`config.mk`:
```
export PLATFORM = sky130hd
export DESIGN_NAME = sb_edge_bottom_param
export DESIGN_NICKNAME = d
export VERILOG_FILES = /design/src/rtl/sb_edge_bottom_param.sv
export SDC_FILE = /design/constraint.sdc
export NUM_CORES = 1
export LEC_CHECK = 0
export BUFFER_PORTS_ARGS = -buffer_cell sky130_fd_sc_hd__buf_2
export CAP_MARGIN = 0
export CORE_ASPECT_RATIO = 1.75
export CORE_UTILIZATION = 35
export DETAILED_ROUTE_END_ITERATION = 8
export GPL_TIMING_DRIVEN = 0
export SYNTH_ARGS = -nofsm -noshare
export SYNTH_HDL_FRONTEND = slang
export SYNTH_SLANG_ARGS = --single-unit
```
`constraint.sdc`:
```
create_clock -name prog_clk -period 1.7 [get_ports prog_clk]
set_input_delay 0 -clock prog_clk [delete_from_list [all_inputs] [get_ports prog_clk]]
set_output_delay 0 -clock prog_clk [all_outputs]
set_load 0.03 [all_outputs]
```
`src/rtl/sb_edge_bottom_param.sv`:
```
// Bottom-edge switch block: routes W-track channels and NPAD pad outputs onto the
// channel tracks from a double-buffered configuration chain (shift into chain, commit into active).
module sb_edge_bottom_param #(
  parameter int W    = 4,
  parameter int NPAD = 14
) (
  input  logic            prog_clk,
  input  logic            prog_reset_n,
  input  logic [W-1:0]    chany_top_in,
  input  logic [W-1:0]    chanx_right_in,
  input  logic [W-1:0]    chanx_left_in,
  input  logic [NPAD-1:0] pad_in,
  input  logic            ccff_head,
  input  logic            cfg_shift_en,
  input  logic            cfg_commit,
  output logic [W-1:0]    chany_top_out,
  output logic [W-1:0]    chanx_right_out,
  output logic [W-1:0]    chanx_left_out,
  output logic            ccff_tail,
  output logic            cfg_done,
  output logic            cfg_err
);

  localparam int LSW = $clog2(1 + (NPAD + W - 1) / W);
  localparam int N   = W + W * LSW;
  localparam int CW  = $clog2(N + 1);
  localparam logic [CW-1:0] N_C = CW'(N);

  logic [N-1:0]  chain_q, chain_d;
  logic [N-1:0]  active_q, active_d;
  logic [CW-1:0] cnt_q, cnt_d;
  logic          err_q, err_d;
  logic          done_q, done_d;

  // Next-state for the configuration chain, active copy, bit counter and error flag.
  always_comb begin
    chain_d  = chain_q;
    active_d = active_q;
    cnt_d    = cnt_q;
    err_d    = err_q;
    if (cfg_shift_en) begin
      chain_d = {chain_q[N-2:0], ccff_head};
      if (cnt_q != N_C) begin
        cnt_d = cnt_q + CW'(1);
      end else begin
        cnt_d = cnt_q;
      end
      // A commit colliding with a shift is refused; the shift still happens.
      if (cfg_commit) begin
        err_d = 1'b1;
      end else begin
        err_d = err_q;
      end
    end else if (cfg_commit) begin
      if (cnt_q == N_C) begin
        active_d = chain_q;
        cnt_d    = {CW{1'b0}};
      end else begin
        err_d = 1'b1;
      end
    end else begin
      chain_d = chain_q;
    end
    done_d = (cnt_d == N_C);
  end

  // Configuration state registers.
  always_ff @(posedge prog_clk or negedge prog_reset_n) begin
    if (!prog_reset_n) begin
      chain_q  <= {N{1'b0}};
      active_q <= {N{1'b0}};
      cnt_q    <= {CW{1'b0}};
      err_q    <= 1'b0;
      done_q   <= 1'b0;
    end else begin
      chain_q  <= chain_d;
      active_q <= active_d;
      cnt_q    <= cnt_d;
      err_q    <= err_d;
      done_q   <= done_d;
    end
  end

  // Combinational routing muxes driven only by the committed configuration.
  always_comb begin
    logic [LSW-1:0] sel;
    int             idx;
    chanx_right_out = {W{1'b0}};
    chany_top_out   = {W{1'b0}};
    chanx_left_out  = {W{1'b0}};
    sel             = {LSW{1'b0}};
    idx             = 0;
    for (int i = 0; i < W; i++) begin
      chanx_right_out[(i + 1) % W] = chany_top_in[i];
      if (active_q[N-1-i]) begin
        chany_top_out[i] = chanx_left_in[(W - i) % W];
      end else begin
        chany_top_out[i] = chanx_right_in[(i + 1) % W];
      end
    end
    for (int j = 0; j < W; j++) begin
      for (int k = 0; k < LSW; k++) begin
        sel[LSW-1-k] = active_q[N-1-W-j*LSW-k];
      end
      if (sel == {LSW{1'b0}}) begin
        chanx_left_out[j] = chany_top_in[(W - j) % W];
      end else begin
        // Selects that point past the last pad read as constant zero.
        idx = j + (int'(sel) - 1) * W;
        if (idx < NPAD) begin
          chanx_left_out[j] = pad_in[idx];
        end else begin
          chanx_left_out[j] = 1'b0;
        end
      end
    end
  end

  assign ccff_tail = chain_q[N-1];
  assign cfg_done  = done_q;
  assign cfg_err   = err_q;

endmodule

```
# [Yosys cells after proc, flatten, opt, wreduce, memory -nomap -nowiden]
# Cells that the tools add are included.
[totals] ff_bits=39
[classes] n_eq_ne=4 reduce_logical=6 bitwise_logic=1 muxes=32 add_sub_neg=8 n_lt_le_gt_ge=8
[ops] operator="1-bit two-way mux" n=24
[ops] operator="7-bit by 5-bit less-than comparator with 1-bit output (second input constant)" n=3
[ops] operator="7-bit by 6-bit less-than comparator with 1-bit output (second input constant)" n=3
[ops] operator="5-bit two-way mux" n=4
[ops] operator="3-bit by 1-bit subtractor with 4-bit output (second input constant)" n=4
[ops] operator="3-bit by 6-bit adder with 7-bit output (first input constant)" n=2
[ops] operator="1-bit binary-select mux with 4-bit select" n=3
[ops] operator="3-bit zero test" n=4
[ops] operator="5-bit == test (second input constant)" n=2
[ops] operator="2-bit by 6-bit adder with 7-bit output (first input constant)" n=1
[ops] operator="6-bit by 5-bit less-than comparator with 1-bit output (second input constant)" n=1
[ops] operator="6-bit less-than comparator (second input constant)" n=1
[ops] operator="5-bit by 1-bit adder with 5-bit output (second input constant)" n=1
[ops] operator="5-bit != test (second input constant)" n=1
[ops] operator="3-bit AND reduction" n=1
[ops] operator="1-bit binary-select mux with 2-bit select" n=1
[ops] operator="2-bit != test (second input constant)" n=1
[ops] operator="2-bit AND reduction" n=1
[ops] operator="1-bit inverter" n=1

# [Logic depth before layout (Yosys ltp)]
[depth] word_depth=7 mapped_depth=8

# [Worst setup path after synthesis]
# OpenSTA, ideal clock, no wires.
[synth_path] kind="flip-flop to output port" from="register active_q[0]" to="output port chanx_left_out[3]" path_stages_with_launch=7 path_buffers=0 slack_ps=-73 required_time_ps=1700 arrival_time_ps=1773 path_cell_list="dfrtp_1 -> inv_1 -> ha_1 -> ha_1 -> and3_1 -> a31oi_1 -> o31ai_1"
[synth_via] elab_chain_len=7 elab_cells_between_ends=9
[synth_rtl] item="from (decl)" line="30" source="logic [N-1:0] active_q, active_d;"
[synth_rtl] item="from (signal assigned)" line="71" source="active_q <= {N{1'b0}};"
[synth_rtl] item="from (signal assigned)" line="77" source="active_q <= active_d;"
[synth_rtl] item="3-bit by 1-bit subtractor with 4-bit output" line="109" source="idx = j + (int'(sel) - 1) * W;"
[synth_rtl] item="3-bit by 6-bit adder with 7-bit output" line="109"
[synth_rtl] item="1-bit binary-select mux with 4-bit select" line="111" source="chanx_left_out[j] = pad_in[idx];"
[synth_rtl] item="1-bit two-way mux (implied by the code) (2 in a row)" line="111"
[synth_rtl] item="1-bit two-way mux" line="110" source="if (idx < NPAD) begin"
[synth_rtl] item="1-bit two-way mux *" line="105" source="if (sel == {LSW{1'b0}}) begin"
[synth_rtl] item="to (decl)" line="18" source="output logic [W-1:0] chanx_left_out,"
# Mark *: on every way between the ends. The rest lies on a longest branch, timed or not. The select of a mux whose other input is x is not followed.

# [Worst setup path after layout]
[layout_path] from="register active_q[3]" to="output port chanx_left_out[2]"
# The elaborated chain is that of the path after synthesis.

==> results.txt <==
- Largest family of logic cells by synthesized area: multiplexers
- Of the total power, registers draw 0.358.
- Buffers on Ports: 44
- Max-cap violations in this run came to 0.
- For this block, the routed nets add up to 3420 um of wire.
- Post-synthesis async set-or-reset flop share: 1.00
- Signal arrival time at the worst endpoint: 1680 ps
* Clock buffer count from CTS: 5
* Cell Count, Final, Fillers Out: 294
- Overall power consumption after layout is estimated at 0.00429 W.
- The root buffer cell chosen for the clock tree is sky130_fd_sc_hd__clkbuf_8.
- After detailed routing, the average wire length per cell comes to 11.6 um.
- For this run, the register share of the synthesized area comes to 0.487.
- Initial antenna violation count: 0
* Count of flip-flops with a built-in enable after synthesis: 0
- Via total after detailed routing: 1384
* Die ar.: 6040 um^2
* Total track usage: 0.124
* Maximum buffer depth of the clock tree: 2
- Minimum clock period after layout: 1680 ps
- Overall die height: 102 um
- Number of max-slew violations in the final report: 0
- Of the total synthesized cell area, the portion taken by XOR and XNOR cells is 0.00437.
- After synthesis, the share of cell area in mux cells is 0.259.
- After technology mapping, the gate count stands at 155.
- Leftover overflow at the end of global routing: 0
- The analysis attributes to net switching a power of 0.00152 W.
- Max Fanout on Critical Path: 2
- Via count of the first global-routing pass: 1344
- Cell count after placement: 275
- Number of flip-flops and latches in the synthesized netlist: 39
- Power spread over the standard cell area amounts to 1640 nW/um^2.
* Clock Latency Late Sink: 280 ps
* Synthesized-area fraction occupied by adder cells: 0.0687
- The initialized floorplan defines 36 standard-cell rows.
* Clock sinks: 39
* Setup repair after global routing missed its margin: true
- Number of hold violations in the final report: 0
* H-tree depth reported by CTS: 2
- For this run, design rule violations remaining after detail routing come to 0.
* Path category of the worst min-delay check: in -> reg
* Peak clock frequency supported by timing: 594 MHz
- The share of synthesized area in the top cell type comes to 0.487.
- In this run the standard cell core region covers 5540 um^2.
* First-pass GRT wire length: 5730 um
* CTS tree: built
- At the end of the flow, the number of nets in the layout was 260.
- Required time of the critical path: 1700 ps
* Clk network pwr share: 0.143
- Type of destination of the critical path: primary output
* Static leakage power: 1.27 nW
* Final hold slack: 29.4 ps
- Yosys warns: 0
- After clock tree synthesis, the clock-pin slew on the worst setup and hold paths is 70 ps.
- Post-Route Utilization: 0.473
- The multi-input combinational cells in the finished layout cover a total of 1030 um^2.
* Width of the die: 59.2 um
- Weighted congestion reported at the end of routability-driven placement: 0.742
* Critical path launch point type: flip-flop
* Effective utilization at floorplan: 0.362
- After synthesis, the mean cell area works out to 12.9 um^2.
- Sequential cell area: 976 um^2
- Vias per inst: 4.71
* Worst Tran Pin Value: 846 ps
- Final critical-path share of the clock period: 0.991
- The count of nets left with antenna violations once routing finished came out at 0.
* Final setup violation count: 0
* Half-perimeter wire length after placement: 2390 um
- Total nets after synthesis: 197
* Detailed-router iteration count before antenna repair: 4
- For this run, the leading register cell type out of synthesis is sky130_fd_sc_hd__dfrtp_1.
- Syn-to-layout area delta: 30.9%
* First DRT Iteration DRCs: 21
- The fraction of the mapped netlist area in compound gates is 0.0500.
- The run finished with clean final reports.
- In the final layout, the share of cells above drive strength 1 is 0.587.
- Worst reg2reg setup slack: 100 ps
- Of the total power, the share spent switching nets is 0.355.
* Pint: 0.00276 W
* Setup CP Type: reg -> out
- The filler cells instantiated in the layout total 533.
- 0 antenna diodes ended up in the layout.
- Peak supply drop: 0.568 mV
* Combined area of all synthesized cells: 2000 um^2
* Max Clock Skew: 5.06 ps
* Number of ports placed on the die boundary: 46
* Gate power share: 0.499
* Post-synthesis share of cell area spent on and, or, nand and nor gates: 0.0781
* Relative slew margins: 0.436
- The largest total area in the synthesized netlist belongs to sky130_fd_sc_hd__dfrtp_1.
- In this run, distinct cell masters in the synthesized netlist total 31.
- Pin count of the biggest net entering global routing: 40
- Top cells by area in the synthesized netlist: sky130_fd_sc_hd__dfrtp_1 (49%), sky130_fd_sc_hd__mux2_2 (15%), sky130_fd_sc_hd__mux2_4 (7.5%), sky130_fd_sc_hd__ha_1 (6.9%), sky130_fd_sc_hd__inv_1 (2.4%)
[path summary, 6_finish.rpt]
check | depth (start not counted) | startpoint | to
setup / recovery | 7 | active_q[3] | chanx_left_out[2]
hold / removal | 2 | cfg_shift_en | cnt_q[0]
setup reg to reg | 8 | cnt_q[1] | cfg_done
hold reg to reg | 1 | cfg_err | cfg_err
max in group asynchronous | 2 | prog_reset_n | cnt_q[3]
min in group asynchronous | 2 | prog_reset_n | active_q[6]
[cell usage in the layout, fill, tap and decap left out, types with 2 or more instances in the layout]
cell	netlist	layout
sky130_fd_sc_hd__a21oi_1	4	4
sky130_fd_sc_hd__a31oi_1	2	2
sky130_fd_sc_hd__and3_1	2	2
sky130_fd_sc_hd__buf_2	3	43
sky130_fd_sc_hd__buf_4	4	16
sky130_fd_sc_hd__buf_6	1	2
sky130_fd_sc_hd__clkbuf_8	0	6
sky130_fd_sc_hd__dfrtp_1	39	39
sky130_fd_sc_hd__dlygate4sd3_1	0	3
sky130_fd_sc_hd__ha_1	11	4
sky130_fd_sc_hd__ha_4	0	6
sky130_fd_sc_hd__inv_1	13	7
sky130_fd_sc_hd__inv_2	0	6
sky130_fd_sc_hd__mux2_2	27	27
sky130_fd_sc_hd__mux2_4	10	10
sky130_fd_sc_hd__mux2i_1	2	2
sky130_fd_sc_hd__mux4_2	2	2
sky130_fd_sc_hd__nand2_1	7	6
sky130_fd_sc_hd__nand2b_1	3	3
sky130_fd_sc_hd__nand3b_1	2	2
sky130_fd_sc_hd__nor2_1	2	2
sky130_fd_sc_hd__o21ai_0	5	4
sky130_fd_sc_hd__o22ai_1	2	2
sky130_fd_sc_hd__o31ai_2	0	2
[layout make-up]
| type | instances | area share |
|---|---|---|
| Clock inverter | 1 | 0.00191 |
| Sequential cell | 39 | 0.372 |
| Clock buffer | 6 | 0.0315 |
| Tap cell | 76 | 0.0363 |
| Multi-Input combinational cell | 95 | 0.391 |
| Timing Repair Buffer | 56 | 0.126 |
| Inverter | 13 | 0.0186 |
| Buffer | 8 | 0.0215 |
[flip-flops by register name, summed over array words and instances (netlist names)]
register  cells
active_q     16
chain_q      16
cnt_q         5
cfg_done      1
cfg_err       1
[critical path, stage by stage (launching register included)]
cell and delay [ps]:
sky130_fd_sc_hd__dfrtp_1 370, sky130_fd_sc_hd__inv_2 60, sky130_fd_sc_hd__ha_4 160, sky130_fd_sc_hd__ha_4 260
sky130_fd_sc_hd__and3_1 140, sky130_fd_sc_hd__a31oi_1 50, sky130_fd_sc_hd__o31ai_2 180, sky130_fd_sc_hd__buf_4 190
[cells by family after synthesis]
family                   count (synthesis)
multiplexers                            41
flip-flops                              39
AND/OR/NAND/NOR                         25
buffers and inverters                   21
AO/OA/AOI/OAI                           17
adder cells (fa/ha/maj)                 11
XOR/XNOR                                 1
[power groups by stage]
| stage | clock network [W] | registers [W] | logic, W |
|---|---|---|---|
| after detailed placement | 0 | 0.00158 | 0.00163 |
| after floorplan | 0 | 0.00153 | 0.00129 |
| final | 0.000614 | 0.00153 | 0.00214 |
| after CTS | 0.000639 | 0.00153 | 0.00197 |
| after global placement | 0 | 0.00158 | 0.00159 |
| after global routing | 0.000676 | 0.00160 | 0.00240 |
[stage by stage]
step	setup TNS (ps)	setup WS [ps]	area [um^2]
final	0	15.7	2620
after global routing	-163	-61.6	2620
after CTS	-26.0	-26.0	2560
after detailed placement	-46.3	-43.0	2330
after global placement	-27.1	-27.1	2330
after floorplan	0	132	2010
[timing repair]
action	CTS	global route
pin swaps	5	8
setup buffers	8	1
setup endpoints to repair	15	5
hold endpoints to repair	41	0
gates cloned	0	0
gates resized for setup	10	15
hold buffers	3	0
[cells in the mapped netlist, types with 3 or more instances]
cell type	count
sky130_fd_sc_hd__a21oi_1	4
sky130_fd_sc_hd__buf_2	3
sky130_fd_sc_hd__buf_4	4
sky130_fd_sc_hd__dfrtp_1	39
sky130_fd_sc_hd__ha_1	11
sky130_fd_sc_hd__inv_1	13
sky130_fd_sc_hd__mux2_2	27
sky130_fd_sc_hd__mux2_4	10
sky130_fd_sc_hd__nand2_1	7
sky130_fd_sc_hd__nand2b_1	3
sky130_fd_sc_hd__o21ai_0	5
[metal layers]
layer / vias to the layer above / track usage / share of wire
met5: - / 0 / 0
met2: 27 / 0.226 / 0.55
met1: 685 / 0.133 / 0.40
met3: 6 / 0.0266 / 0.033
li1: 666 / - / -
met4: 0 / 0.0549 / 0.018
Note: power is estimated with default switching activity, not from simulation.
